==> src/rtl/decode_pkg.sv <==
// Shared RV32I decode definitions: opcodes, funct fields, ALU/jump/immediate
// encodings and the ID/EX bundle layout.
package decode_pkg;

  localparam int XLEN = 32;

  localparam logic [6:0] OPC_LUI      = 7'b0110111;
  localparam logic [6:0] OPC_AUIPC    = 7'b0010111;
  localparam logic [6:0] OPC_JAL      = 7'b1101111;
  localparam logic [6:0] OPC_JALR     = 7'b1100111;
  localparam logic [6:0] OPC_BRANCH   = 7'b1100011;
  localparam logic [6:0] OPC_LOAD     = 7'b0000011;
  localparam logic [6:0] OPC_STORE    = 7'b0100011;
  localparam logic [6:0] OPC_OP_IMM   = 7'b0010011;
  localparam logic [6:0] OPC_OP       = 7'b0110011;
  localparam logic [6:0] OPC_MISC_MEM = 7'b0001111;
  localparam logic [6:0] OPC_SYSTEM   = 7'b1110011;

  localparam logic [2:0] F3_ADD_SUB = 3'b000;
  localparam logic [2:0] F3_SLL     = 3'b001;
  localparam logic [2:0] F3_SLT     = 3'b010;
  localparam logic [2:0] F3_SLTU    = 3'b011;
  localparam logic [2:0] F3_XOR     = 3'b100;
  localparam logic [2:0] F3_SR      = 3'b101;
  localparam logic [2:0] F3_OR      = 3'b110;
  localparam logic [2:0] F3_AND     = 3'b111;

  localparam logic [6:0] F7_BASE = 7'b0000000;
  localparam logic [6:0] F7_ALT  = 7'b0100000;

  typedef enum logic [3:0] {
    ALU_ADD  = 4'd0,
    ALU_SUB  = 4'd1,
    ALU_SLL  = 4'd2,
    ALU_SLT  = 4'd3,
    ALU_SLTU = 4'd4,
    ALU_XOR  = 4'd5,
    ALU_SRL  = 4'd6,
    ALU_SRA  = 4'd7,
    ALU_OR   = 4'd8,
    ALU_AND  = 4'd9,
    ALU_LUI  = 4'd10
  } alu_op_e;

  typedef enum logic [1:0] {
    JUMP_NONE = 2'd0,
    JUMP_JAL  = 2'd1,
    JUMP_JALR = 2'd2
  } jump_e;

  typedef enum logic [2:0] {
    IMM_NONE = 3'd0,
    IMM_I    = 3'd1,
    IMM_S    = 3'd2,
    IMM_B    = 3'd3,
    IMM_U    = 3'd4,
    IMM_J    = 3'd5
  } imm_fmt_e;

  typedef struct packed {
    logic            valid;
    logic [XLEN-1:0] pc;
    logic [4:0]      rs1;
    logic [4:0]      rs2;
    logic [4:0]      rd;
    logic [XLEN-1:0] rs1_data;
    logic [XLEN-1:0] rs2_data;
    logic [XLEN-1:0] imm;
    alu_op_e         alu_op;
    logic            alu_src_imm;
    logic            alu_src_pc;
    logic            mem_read;
    logic            mem_write;
    logic [2:0]      mem_funct3;
    logic            reg_write;
    logic            branch;
    jump_e           jump;
    logic            illegal;
  } id_ex_t;

  function automatic logic [XLEN-1:0] gen_imm(input imm_fmt_e fmt, input logic [31:0] ins);
    logic [XLEN-1:0] imm;
    case (fmt)
      IMM_I:   imm = {{20{ins[31]}}, ins[31:20]};
      IMM_S:   imm = {{20{ins[31]}}, ins[31:25], ins[11:7]};
      IMM_B:   imm = {{19{ins[31]}}, ins[31], ins[7], ins[30:25], ins[11:8], 1'b0};
      IMM_U:   imm = {ins[31:12], 12'h000};
      IMM_J:   imm = {{11{ins[31]}}, ins[31], ins[19:12], ins[20], ins[30:21], 1'b0};
      default: imm = {XLEN{1'b0}};
    endcase
    return imm;
  endfunction

  // alt selects SUB/SRA; callers only raise it where funct7 allows
  function automatic alu_op_e alu_from_f3(input logic [2:0] f3, input logic alt);
    alu_op_e op;
    case (f3)
      F3_ADD_SUB: op = alt ? ALU_SUB : ALU_ADD;
      F3_SLL:     op = ALU_SLL;
      F3_SLT:     op = ALU_SLT;
      F3_SLTU:    op = ALU_SLTU;
      F3_XOR:     op = ALU_XOR;
      F3_SR:      op = alt ? ALU_SRA : ALU_SRL;
      F3_OR:      op = ALU_OR;
      F3_AND:     op = ALU_AND;
      default:    op = ALU_ADD;
    endcase
    return op;
  endfunction

endpackage

==> src/rtl/decode_if.sv <==
// ID/EX bundle as seen by the execute stage; decode drives it as master.
interface decode_if;
  import decode_pkg::*;

  logic            valid;
  logic [XLEN-1:0] pc;
  logic [4:0]      rs1;
  logic [4:0]      rs2;
  logic [4:0]      rd;
  logic [XLEN-1:0] rs1_data;
  logic [XLEN-1:0] rs2_data;
  logic [XLEN-1:0] imm;
  alu_op_e         alu_op;
  logic            alu_src_imm;
  logic            alu_src_pc;
  logic            mem_read;
  logic            mem_write;
  logic [2:0]      mem_funct3;
  logic            reg_write;
  logic            branch;
  jump_e           jump;
  logic            illegal;

  modport master (
    output valid, pc, rs1, rs2, rd, rs1_data, rs2_data, imm, alu_op,
           alu_src_imm, alu_src_pc, mem_read, mem_write, mem_funct3,
           reg_write, branch, jump, illegal
  );

  modport slave (
    input valid, pc, rs1, rs2, rd, rs1_data, rs2_data, imm, alu_op,
          alu_src_imm, alu_src_pc, mem_read, mem_write, mem_funct3,
          reg_write, branch, jump, illegal
  );

endinterface

==> src/rtl/decode_regfile.sv <==
// 32x32 integer register file: two async read ports, one sync write port,
// x0 hardwired to zero, optional write-first forwarding.
module decode_regfile #(
  parameter int XLEN   = 32,
  parameter bit BYPASS = 1'b1
) (
  input  logic            clk,
  input  logic            rst,
  input  logic [4:0]      rs1_addr,
  input  logic [4:0]      rs2_addr,
  output logic [XLEN-1:0] rs1_data,
  output logic [XLEN-1:0] rs2_data,
  input  logic            we,
  input  logic [4:0]      wr_addr,
  input  logic [XLEN-1:0] wr_data
);

  logic [XLEN-1:0] regs_r [32];

  // Register array: clear on reset, writes to x0 dropped
  always_ff @(posedge clk) begin
    if (rst) begin
      for (int i = 0; i < 32; i++) begin
        regs_r[i] <= {XLEN{1'b0}};
      end
    end else if (we && (wr_addr != 5'd0)) begin
      regs_r[wr_addr] <= wr_data;
    end
  end

  // Read port 1
  always_comb begin
    if (rs1_addr == 5'd0) begin
      rs1_data = {XLEN{1'b0}};
    end else if (BYPASS && we && (wr_addr == rs1_addr)) begin
      rs1_data = wr_data;
    end else begin
      rs1_data = regs_r[rs1_addr];
    end
  end

  // Read port 2
  always_comb begin
    if (rs2_addr == 5'd0) begin
      rs2_data = {XLEN{1'b0}};
    end else if (BYPASS && we && (wr_addr == rs2_addr)) begin
      rs2_data = wr_data;
    end else begin
      rs2_data = regs_r[rs2_addr];
    end
  end

endmodule

==> src/rtl/decode.sv <==
// RV32I ID stage: decodes IF/ID, reads the regfile, detects load-use hazards
// and registers the ID/EX bundle with a one-cycle latency.
module decode
  import decode_pkg::*;
#(
  parameter int XLEN   = 32,
  parameter bit BYPASS = 1'b1
) (
  input  logic            clk,
  input  logic            rst,
  input  logic [XLEN-1:0] if_id__pc,
  input  logic [31:0]     if_id__ins,
  input  logic            pipe_flush,
  input  logic            mb_if__jump_taken,
  input  logic            wb_id__we,
  input  logic [4:0]      wb_id__rd,
  input  logic [XLEN-1:0] wb_id__data,
  output logic            data_hazard,
  decode_if.master        id_ex
);

  logic [6:0]      opcode_s;
  logic [2:0]      funct3_s;
  logic [6:0]      funct7_s;
  logic [4:0]      rs1_s, rs2_s, rd_s;
  logic [XLEN-1:0] rs1_data_s, rs2_data_s;
  logic            in_valid_s;

  imm_fmt_e        fmt_s;
  alu_op_e         alu_op_s;
  jump_e           jump_s;
  logic            src_imm_s, src_pc_s, mem_read_s, mem_write_s;
  logic [2:0]      mem_f3_s;
  logic            reg_write_s, branch_s, illegal_s;
  logic            uses_rs1_s, uses_rs2_s;

  id_ex_t          nxt_s;
  id_ex_t          id_ex_r;

  assign opcode_s = if_id__ins[6:0];
  assign rd_s     = if_id__ins[11:7];
  assign funct3_s = if_id__ins[14:12];
  assign rs1_s    = if_id__ins[19:15];
  assign rs2_s    = if_id__ins[24:20];
  assign funct7_s = if_id__ins[31:25];

  decode_regfile #(.XLEN(XLEN), .BYPASS(BYPASS)) u_regfile (
    .clk      (clk),
    .rst      (rst),
    .rs1_addr (rs1_s),
    .rs2_addr (rs2_s),
    .rs1_data (rs1_data_s),
    .rs2_data (rs2_data_s),
    .we       (wb_id__we),
    .wr_addr  (wb_id__rd),
    .wr_data  (wb_id__data)
  );

  // Opcode decoder; illegal gating of the controls happens at bundle assembly
  always_comb begin
    fmt_s       = IMM_NONE;
    alu_op_s    = ALU_ADD;
    jump_s      = JUMP_NONE;
    src_imm_s   = 1'b0;
    src_pc_s    = 1'b0;
    mem_read_s  = 1'b0;
    mem_write_s = 1'b0;
    mem_f3_s    = 3'b000;
    reg_write_s = 1'b0;
    branch_s    = 1'b0;
    illegal_s   = 1'b0;
    uses_rs1_s  = 1'b1;
    uses_rs2_s  = 1'b0;
    case (opcode_s)
      OPC_LUI: begin
        fmt_s = IMM_U; alu_op_s = ALU_LUI; src_imm_s = 1'b1;
        reg_write_s = 1'b1; uses_rs1_s = 1'b0;
      end
      OPC_AUIPC: begin
        fmt_s = IMM_U; src_imm_s = 1'b1; src_pc_s = 1'b1;
        reg_write_s = 1'b1; uses_rs1_s = 1'b0;
      end
      OPC_JAL: begin
        fmt_s = IMM_J; jump_s = JUMP_JAL; src_pc_s = 1'b1;
        reg_write_s = 1'b1; uses_rs1_s = 1'b0;
      end
      OPC_JALR: begin
        fmt_s = IMM_I; jump_s = JUMP_JALR; src_pc_s = 1'b1; reg_write_s = 1'b1;
        illegal_s = (funct3_s != 3'b000);
      end
      OPC_BRANCH: begin
        fmt_s = IMM_B; alu_op_s = ALU_SUB; branch_s = 1'b1;
        mem_f3_s = funct3_s; uses_rs2_s = 1'b1;
        illegal_s = (funct3_s == 3'b010) || (funct3_s == 3'b011);
      end
      OPC_LOAD: begin
        fmt_s = IMM_I; src_imm_s = 1'b1; mem_read_s = 1'b1;
        mem_f3_s = funct3_s; reg_write_s = 1'b1;
        illegal_s = !(funct3_s inside {3'b000, 3'b001, 3'b010, 3'b100, 3'b101});
      end
      OPC_STORE: begin
        fmt_s = IMM_S; src_imm_s = 1'b1; mem_write_s = 1'b1;
        mem_f3_s = funct3_s; uses_rs2_s = 1'b1;
        illegal_s = !(funct3_s inside {3'b000, 3'b001, 3'b010});
      end
      OPC_OP_IMM: begin
        fmt_s = IMM_I; src_imm_s = 1'b1; reg_write_s = 1'b1;
        alu_op_s = alu_from_f3(funct3_s, (funct3_s == F3_SR) && (funct7_s == F7_ALT));
        illegal_s = ((funct3_s == F3_SLL) && (funct7_s != F7_BASE)) ||
                    ((funct3_s == F3_SR) && (funct7_s != F7_BASE) && (funct7_s != F7_ALT));
      end
      OPC_OP: begin
        reg_write_s = 1'b1; uses_rs2_s = 1'b1;
        alu_op_s = alu_from_f3(funct3_s, funct7_s == F7_ALT);
        illegal_s = !((funct7_s == F7_BASE) ||
                      ((funct7_s == F7_ALT) && ((funct3_s == F3_ADD_SUB) || (funct3_s == F3_SR))));
      end
      OPC_MISC_MEM: begin
        // FENCE has no effect in this in-order pipe
        fmt_s = IMM_NONE;
      end
      OPC_SYSTEM: begin
        fmt_s = IMM_I; illegal_s = 1'b1;
      end
      default: begin
        illegal_s = 1'b1;
      end
    endcase
  end

  // Assemble the candidate bundle with illegal and rd=0 gating applied
  always_comb begin
    nxt_s             = '0;
    nxt_s.valid       = 1'b1;
    nxt_s.pc          = if_id__pc;
    nxt_s.rs1         = rs1_s;
    nxt_s.rs2         = rs2_s;
    nxt_s.rd          = rd_s;
    nxt_s.rs1_data    = rs1_data_s;
    nxt_s.rs2_data    = rs2_data_s;
    nxt_s.imm         = gen_imm(fmt_s, if_id__ins);
    nxt_s.alu_op      = alu_op_s;
    nxt_s.alu_src_imm = src_imm_s;
    nxt_s.alu_src_pc  = src_pc_s;
    nxt_s.mem_read    = mem_read_s && !illegal_s;
    nxt_s.mem_write   = mem_write_s && !illegal_s;
    nxt_s.mem_funct3  = mem_f3_s;
    nxt_s.reg_write   = reg_write_s && !illegal_s && (rd_s != 5'd0);
    nxt_s.branch      = branch_s && !illegal_s;
    nxt_s.jump        = illegal_s ? JUMP_NONE : jump_s;
    nxt_s.illegal     = illegal_s;
  end

  assign in_valid_s = !pipe_flush && !mb_if__jump_taken;

  // A load in EX whose rd feeds this instruction stalls it for one cycle
  assign data_hazard = !rst && in_valid_s && id_ex_r.valid && id_ex_r.mem_read &&
                       (id_ex_r.rd != 5'd0) &&
                       ((uses_rs1_s && (rs1_s == id_ex_r.rd)) ||
                        (uses_rs2_s && (rs2_s == id_ex_r.rd)));

  // ID/EX register: reset, squash and stall all load a bubble
  always_ff @(posedge clk) begin
    if (rst || !in_valid_s || data_hazard) begin
      id_ex_r <= '0;
    end else begin
      id_ex_r <= nxt_s;
    end
  end

  assign id_ex.valid       = id_ex_r.valid;
  assign id_ex.pc          = id_ex_r.pc;
  assign id_ex.rs1         = id_ex_r.rs1;
  assign id_ex.rs2         = id_ex_r.rs2;
  assign id_ex.rd          = id_ex_r.rd;
  assign id_ex.rs1_data    = id_ex_r.rs1_data;
  assign id_ex.rs2_data    = id_ex_r.rs2_data;
  assign id_ex.imm         = id_ex_r.imm;
  assign id_ex.alu_op      = id_ex_r.alu_op;
  assign id_ex.alu_src_imm = id_ex_r.alu_src_imm;
  assign id_ex.alu_src_pc  = id_ex_r.alu_src_pc;
  assign id_ex.mem_read    = id_ex_r.mem_read;
  assign id_ex.mem_write   = id_ex_r.mem_write;
  assign id_ex.mem_funct3  = id_ex_r.mem_funct3;
  assign id_ex.reg_write   = id_ex_r.reg_write;
  assign id_ex.branch      = id_ex_r.branch;
  assign id_ex.jump        = id_ex_r.jump;
  assign id_ex.illegal     = id_ex_r.illegal;

endmodule

==> src/flat_wrapper.sv <==
// flat-port wrapper written by rule: the top's interface ports become plain ports
module decode_flat import decode_pkg::*;
#(
  parameter int XLEN   = 32,
  parameter bit BYPASS = 1'b1
)
  (clk, rst, if_id__pc, if_id__ins, pipe_flush, mb_if__jump_taken, wb_id__we, wb_id__rd, wb_id__data, data_hazard, id_ex_valid, id_ex_pc, id_ex_rs1, id_ex_rs2, id_ex_rd, id_ex_rs1_data, id_ex_rs2_data, id_ex_imm, id_ex_alu_op, id_ex_alu_src_imm, id_ex_alu_src_pc, id_ex_mem_read, id_ex_mem_write, id_ex_mem_funct3, id_ex_reg_write, id_ex_branch, id_ex_jump, id_ex_illegal);
  decode_if id_ex_i ();
  input  logic clk;
  input  logic rst;
  input  logic [XLEN-1:0] if_id__pc;
  input  logic [31:0] if_id__ins;
  input  logic pipe_flush;
  input  logic mb_if__jump_taken;
  input  logic wb_id__we;
  input  logic [4:0] wb_id__rd;
  input  logic [XLEN-1:0] wb_id__data;
  output logic data_hazard;
  output wire logic [$bits(id_ex_i.valid)-1:0] id_ex_valid;
  output wire logic [$bits(id_ex_i.pc)-1:0] id_ex_pc;
  output wire logic [$bits(id_ex_i.rs1)-1:0] id_ex_rs1;
  output wire logic [$bits(id_ex_i.rs2)-1:0] id_ex_rs2;
  output wire logic [$bits(id_ex_i.rd)-1:0] id_ex_rd;
  output wire logic [$bits(id_ex_i.rs1_data)-1:0] id_ex_rs1_data;
  output wire logic [$bits(id_ex_i.rs2_data)-1:0] id_ex_rs2_data;
  output wire logic [$bits(id_ex_i.imm)-1:0] id_ex_imm;
  output wire logic [$bits(id_ex_i.alu_op)-1:0] id_ex_alu_op;
  output wire logic [$bits(id_ex_i.alu_src_imm)-1:0] id_ex_alu_src_imm;
  output wire logic [$bits(id_ex_i.alu_src_pc)-1:0] id_ex_alu_src_pc;
  output wire logic [$bits(id_ex_i.mem_read)-1:0] id_ex_mem_read;
  output wire logic [$bits(id_ex_i.mem_write)-1:0] id_ex_mem_write;
  output wire logic [$bits(id_ex_i.mem_funct3)-1:0] id_ex_mem_funct3;
  output wire logic [$bits(id_ex_i.reg_write)-1:0] id_ex_reg_write;
  output wire logic [$bits(id_ex_i.branch)-1:0] id_ex_branch;
  output wire logic [$bits(id_ex_i.jump)-1:0] id_ex_jump;
  output wire logic [$bits(id_ex_i.illegal)-1:0] id_ex_illegal;
  assign id_ex_valid = id_ex_i.valid;
  assign id_ex_pc = id_ex_i.pc;
  assign id_ex_rs1 = id_ex_i.rs1;
  assign id_ex_rs2 = id_ex_i.rs2;
  assign id_ex_rd = id_ex_i.rd;
  assign id_ex_rs1_data = id_ex_i.rs1_data;
  assign id_ex_rs2_data = id_ex_i.rs2_data;
  assign id_ex_imm = id_ex_i.imm;
  assign id_ex_alu_op = id_ex_i.alu_op;
  assign id_ex_alu_src_imm = id_ex_i.alu_src_imm;
  assign id_ex_alu_src_pc = id_ex_i.alu_src_pc;
  assign id_ex_mem_read = id_ex_i.mem_read;
  assign id_ex_mem_write = id_ex_i.mem_write;
  assign id_ex_mem_funct3 = id_ex_i.mem_funct3;
  assign id_ex_reg_write = id_ex_i.reg_write;
  assign id_ex_branch = id_ex_i.branch;
  assign id_ex_jump = id_ex_i.jump;
  assign id_ex_illegal = id_ex_i.illegal;
  decode #(.XLEN(XLEN), .BYPASS(BYPASS)) u_core (.clk(clk), .rst(rst), .if_id__pc(if_id__pc), .if_id__ins(if_id__ins), .pipe_flush(pipe_flush), .mb_if__jump_taken(mb_if__jump_taken), .wb_id__we(wb_id__we), .wb_id__rd(wb_id__rd), .wb_id__data(wb_id__data), .data_hazard(data_hazard), .id_ex(id_ex_i));
endmodule
==> config.mk <==
export PLATFORM = sky130hd
export DESIGN_NAME = decode_flat
export DESIGN_NICKNAME = d
export VERILOG_FILES = /design/src/rtl/decode_pkg.sv /design/src/rtl/decode_if.sv /design/src/rtl/decode_regfile.sv /design/src/rtl/decode.sv /design/src/flat_wrapper.sv
export SDC_FILE = /design/constraint.sdc
export NUM_CORES = 2
export LEC_CHECK = 0
export BUFFER_PORTS_ARGS = -buffer_cell sky130_fd_sc_hd__buf_4
export CAP_MARGIN = 20
export CELL_PAD_IN_SITES_DETAIL_PLACEMENT = 1
export CELL_PAD_IN_SITES_GLOBAL_PLACEMENT = 2
export CORE_MARGIN = 3
export CORE_UTILIZATION = 40
export CTS_CLUSTER_DIAMETER = 60
export CTS_CLUSTER_SIZE = 40
export DETAILED_ROUTE_END_ITERATION = 10
export PLACE_DENSITY_LB_ADDON = 0.1
export SYNTH_ARGS = -nofsm -noshare
export SYNTH_HDL_FRONTEND = slang
export SYNTH_HIERARCHICAL = 1
export SYNTH_SLANG_ARGS = --single-unit
==> constraint.sdc <==
create_clock -name clk -period 7.6 [get_ports clk]
set_clock_uncertainty 0.15 [all_clocks]
set_input_delay 1.14 -clock clk [delete_from_list [all_inputs] [get_ports clk]]
set_output_delay 1.14 -clock clk [all_outputs]
set_load 0.02 [all_outputs]
==> metrics.cfg <==
[floorplanning]
die_y_um = 394.7
row_count = 142
die_area_sq_mm = 0.1558
initial_utilization = 0.4031
io_pins = 267
die_w_um = 394.7
core_sq_mm = 0.1500

[clock_tree]
cts_buffer_depth = 3
ctsHoldBuffers = 0
clkSinkCount = 1184
cts_tree = built
ctsResizeCount = 0
cts.clk_slew.worst_paths_ps = 60
post-cts-setup-buffers = 0
cts_root_buf = clkbuf_16
cts_buffers = 121
htreeDepth = 3
clock_latency_ps = 780

[timing]
final.setup.tns_ps = 0
final-hold-violation-count = 0
slew_headroom = 0.2054
hold_slack_ps = 429.4
min_period_ps = 4474
finalCritPeriodShare = 0.5887
setup_viol = 0
tightest_slew_ps = 1189
max_freq_mhz = 223.5
final-max-slew-violation-count = 0
grt_setup_unrepaired = false

[synthesis]
seq_area_frac_synth = 0.5618
yosysTopAreaCell = edfxtp_1
syn_avg_cell_area_sq_um = 13.95
async_flop_share = 0
synth-main-ff-cell = edfxtp_1
synth_area_leaders = edfxtp_1 (51%), mux4_2 (14%), and2_1 (11%)
synth_edf_count = 1024
synth-seq-cells = 1184
syn_inst = 4334
yosys_warnings = 6
yosysTopAreaCellShare = 0.5088
synth_cell_type_count = 71
synthesis.area_sq_mm = 0.06044

[routing]
dr_total_vias = 41850
drt_iter0_drc = 5211
wl_um = 257500
drt-pass1-iter-count = 6
ant_nets = 0
drc = 0
avgViaCountPerCell = 6.351
wl_per_cell_um = 39.07

[power]
peakVddDrop_uv = 187.5
cell_internal_pwr_uw = 11580
p_clk_frac = 0.407
power_per_cell_area_mw_per_mm2 = 230.6
p_leak_uw = 0.02449
pwr-share-comb = 0.115
p_sw_uw = 4283
p_sw_frac = 0.2701
seqPwrFrac = 0.478

[grt]
gr-total-overflow = 0
grt_max_degree = 110
grt_pass1_vias = 41690
grt_pass1_wl_um = 352000
antenna_found_initial = 27
grt_use_total = 0.3253

[layout]
syn2layout_area_growth_pct = 13.79
final_nets = 4550
drive_above_1_share = 0.2555

[worst_setup_path]
crit_required_ps = 6310
crit_chain = buf_4, buf_4, xor2_1, nor4_1, nand2b_1, a21oi_1, buf_4
arrival_ps = 3180
slowest_delay_ps = 470
end_kind = primary output
crit_type = input pin to primary output
reg2reg_slack_ps = 4070
worstPathMaxFanout = 18
path_buf_inv = 3
crit_family = buffers and inverters
start_kind = input pin
crit_path_frequent_cell = buf_4
crit_path_top_delay_cell = buf_4

[min_path]
hold_class = input pin to register

[placement]
port_buffers = 266
gp_congestion = 0.8325
dpl.hpwl_um = 150600

[outcome]
status = completed

[flow_run]
drv_cap = 0

-- placed cells by master, fill, tap and decap left out, types with 11 or more instances in the layout --
master / count
o21ai_0: 61
or2_2: 33
o221ai_1: 39
o22ai_1: 80
a31oi_1: 28
nor3_1: 36
dfxtp_1: 160
clkinv_4: 11
nor2_1: 68
inv_8: 16
clkbuf_1: 12
a2111oi_0: 15
a21oi_1: 41
a211oi_1: 55
nand2b_1: 12
nand2_1: 92
mux2_2: 84
buf_4: 385
mux4_2: 380
a32o_1: 32
clkbuf_16: 125
a22oi_1: 86
conb_1: 32
and2_1: 1107
inv_6: 20
diode_2: 22
clkinv_2: 11
nand3_1: 16
a211o_1: 11
and3_1: 25
mux2i_1: 248
nor2_4: 33
edfxtp_1: 1024
-- Yosys cell counts (61+ instances only) --
cell type,n
a22oi_1,86
and2_1,1106
buf_2,76
clkbuf_1,307
dfxtp_1,160
edfxtp_1,1024
mux2_2,84
mux2i_1,248
mux4_2,380
nand2_1,92
nor2_1,104
o21ai_0,61
o22ai_1,80
-- cells by family (layout without fill, tap and decap cells) --
family | Yosys count | count (layout) | share of synthesized area
compound gates | 485 | 485 | 0.05739
xor+xnor | 20 | 20 | 0.002898
buf+inv | 450 | 637 | 0.03403
flops | 1184 | 1184 | 0.5618
mux | 712 | 712 | 0.1983
other cells | 1 | 54 | 0.00006205
simple gates | 1482 | 1482 | 0.1455
-- worst paths after layout --
kind	start	end	cells past startpoint
setup reg to reg	u_core/id_ex.rd[1]	u_core/id_ex.rs1_data[24]	7
hold reg to reg	u_core/id_ex.valid	u_core/id_ex.mem_write	3
hold / removal	if_id__pc[5]	u_core/id_ex.pc[5]	2
setup / recovery	if_id__ins[23]	data_hazard	7
-- through the flow --
step | power [uW] | cell area (sq um) | std cells | setup slack [ps] | utilization
floorplan | 8703 | 60560 | 4365 | 4062 | -
global placement | 9480 | 64400 | 6333 | 2691 | 0.4295
detailed placement | 9506 | 64440 | 6335 | 2747 | 0.4297
CTS | 15930 | 68680 | 6566 | 3166 | 0.4580
global route | 16310 | 68730 | 6571 | 3071 | 0.4583
finish | 15860 | 68770 | 6590 | 3126 | 0.4586
-- area by class of cell --
| type | instances | area [sq um] |
|---|---|---|
| multi-input combinational | 2731 | 24850 |
| sequential | 1184 | 33950 |
| antenna | 22 | 55.05 |
| fill | 14950 | 81180 |
| timing repair buffer | 398 | 3119 |
| inverter | 8 | 32.53 |
| clock inverter | 89 | 997.2 |
| tap | 2016 | 2522 |
| clock buffer | 142 | 3242 |
-- state kept, by name, indices dropped and copies added, names as in the netlist, 2 cells and up --
register and flops:
u_core/u_regfile/regs_r 1024, u_core/id_ex.rs1_data 32, u_core/id_ex.rs2 5, u_core/id_ex.alu_op 4, u_core/id_ex.rd 5, u_core/id_ex.rs1 5, u_core/id_ex.rs2_data 32, u_core/id_ex.pc 32
u_core/id_ex.imm 32, u_core/id_ex.jump 2, u_core/id_ex.mem_funct3 3
-- per-layer routing --
| metal | vias up | wire (um) | GRT usage |
|---|---|---|---|
| met5 | - | 14 | 0 |
| met4 | 2 | 9574 | 0.1139 |
| met3 | 466 | 22270 | 0.05459 |
| met2 | 2341 | 122000 | 0.5239 |
| met1 | 22410 | 103700 | 0.4463 |
| li1 | 16630 | - | - |
-- power by group through the flow --
stage                     clock (uW)  combinational [uW]  sequential [uW]
after floorplan                    0                1060             7640
after global placement             0                1790             7690
after detailed placement           0                1790             7710
after CTS                       6560                1800             7570
after global routing            6810                1880             7610
final                           6460                1820             7580
Power figures use the tool's default switching activity.
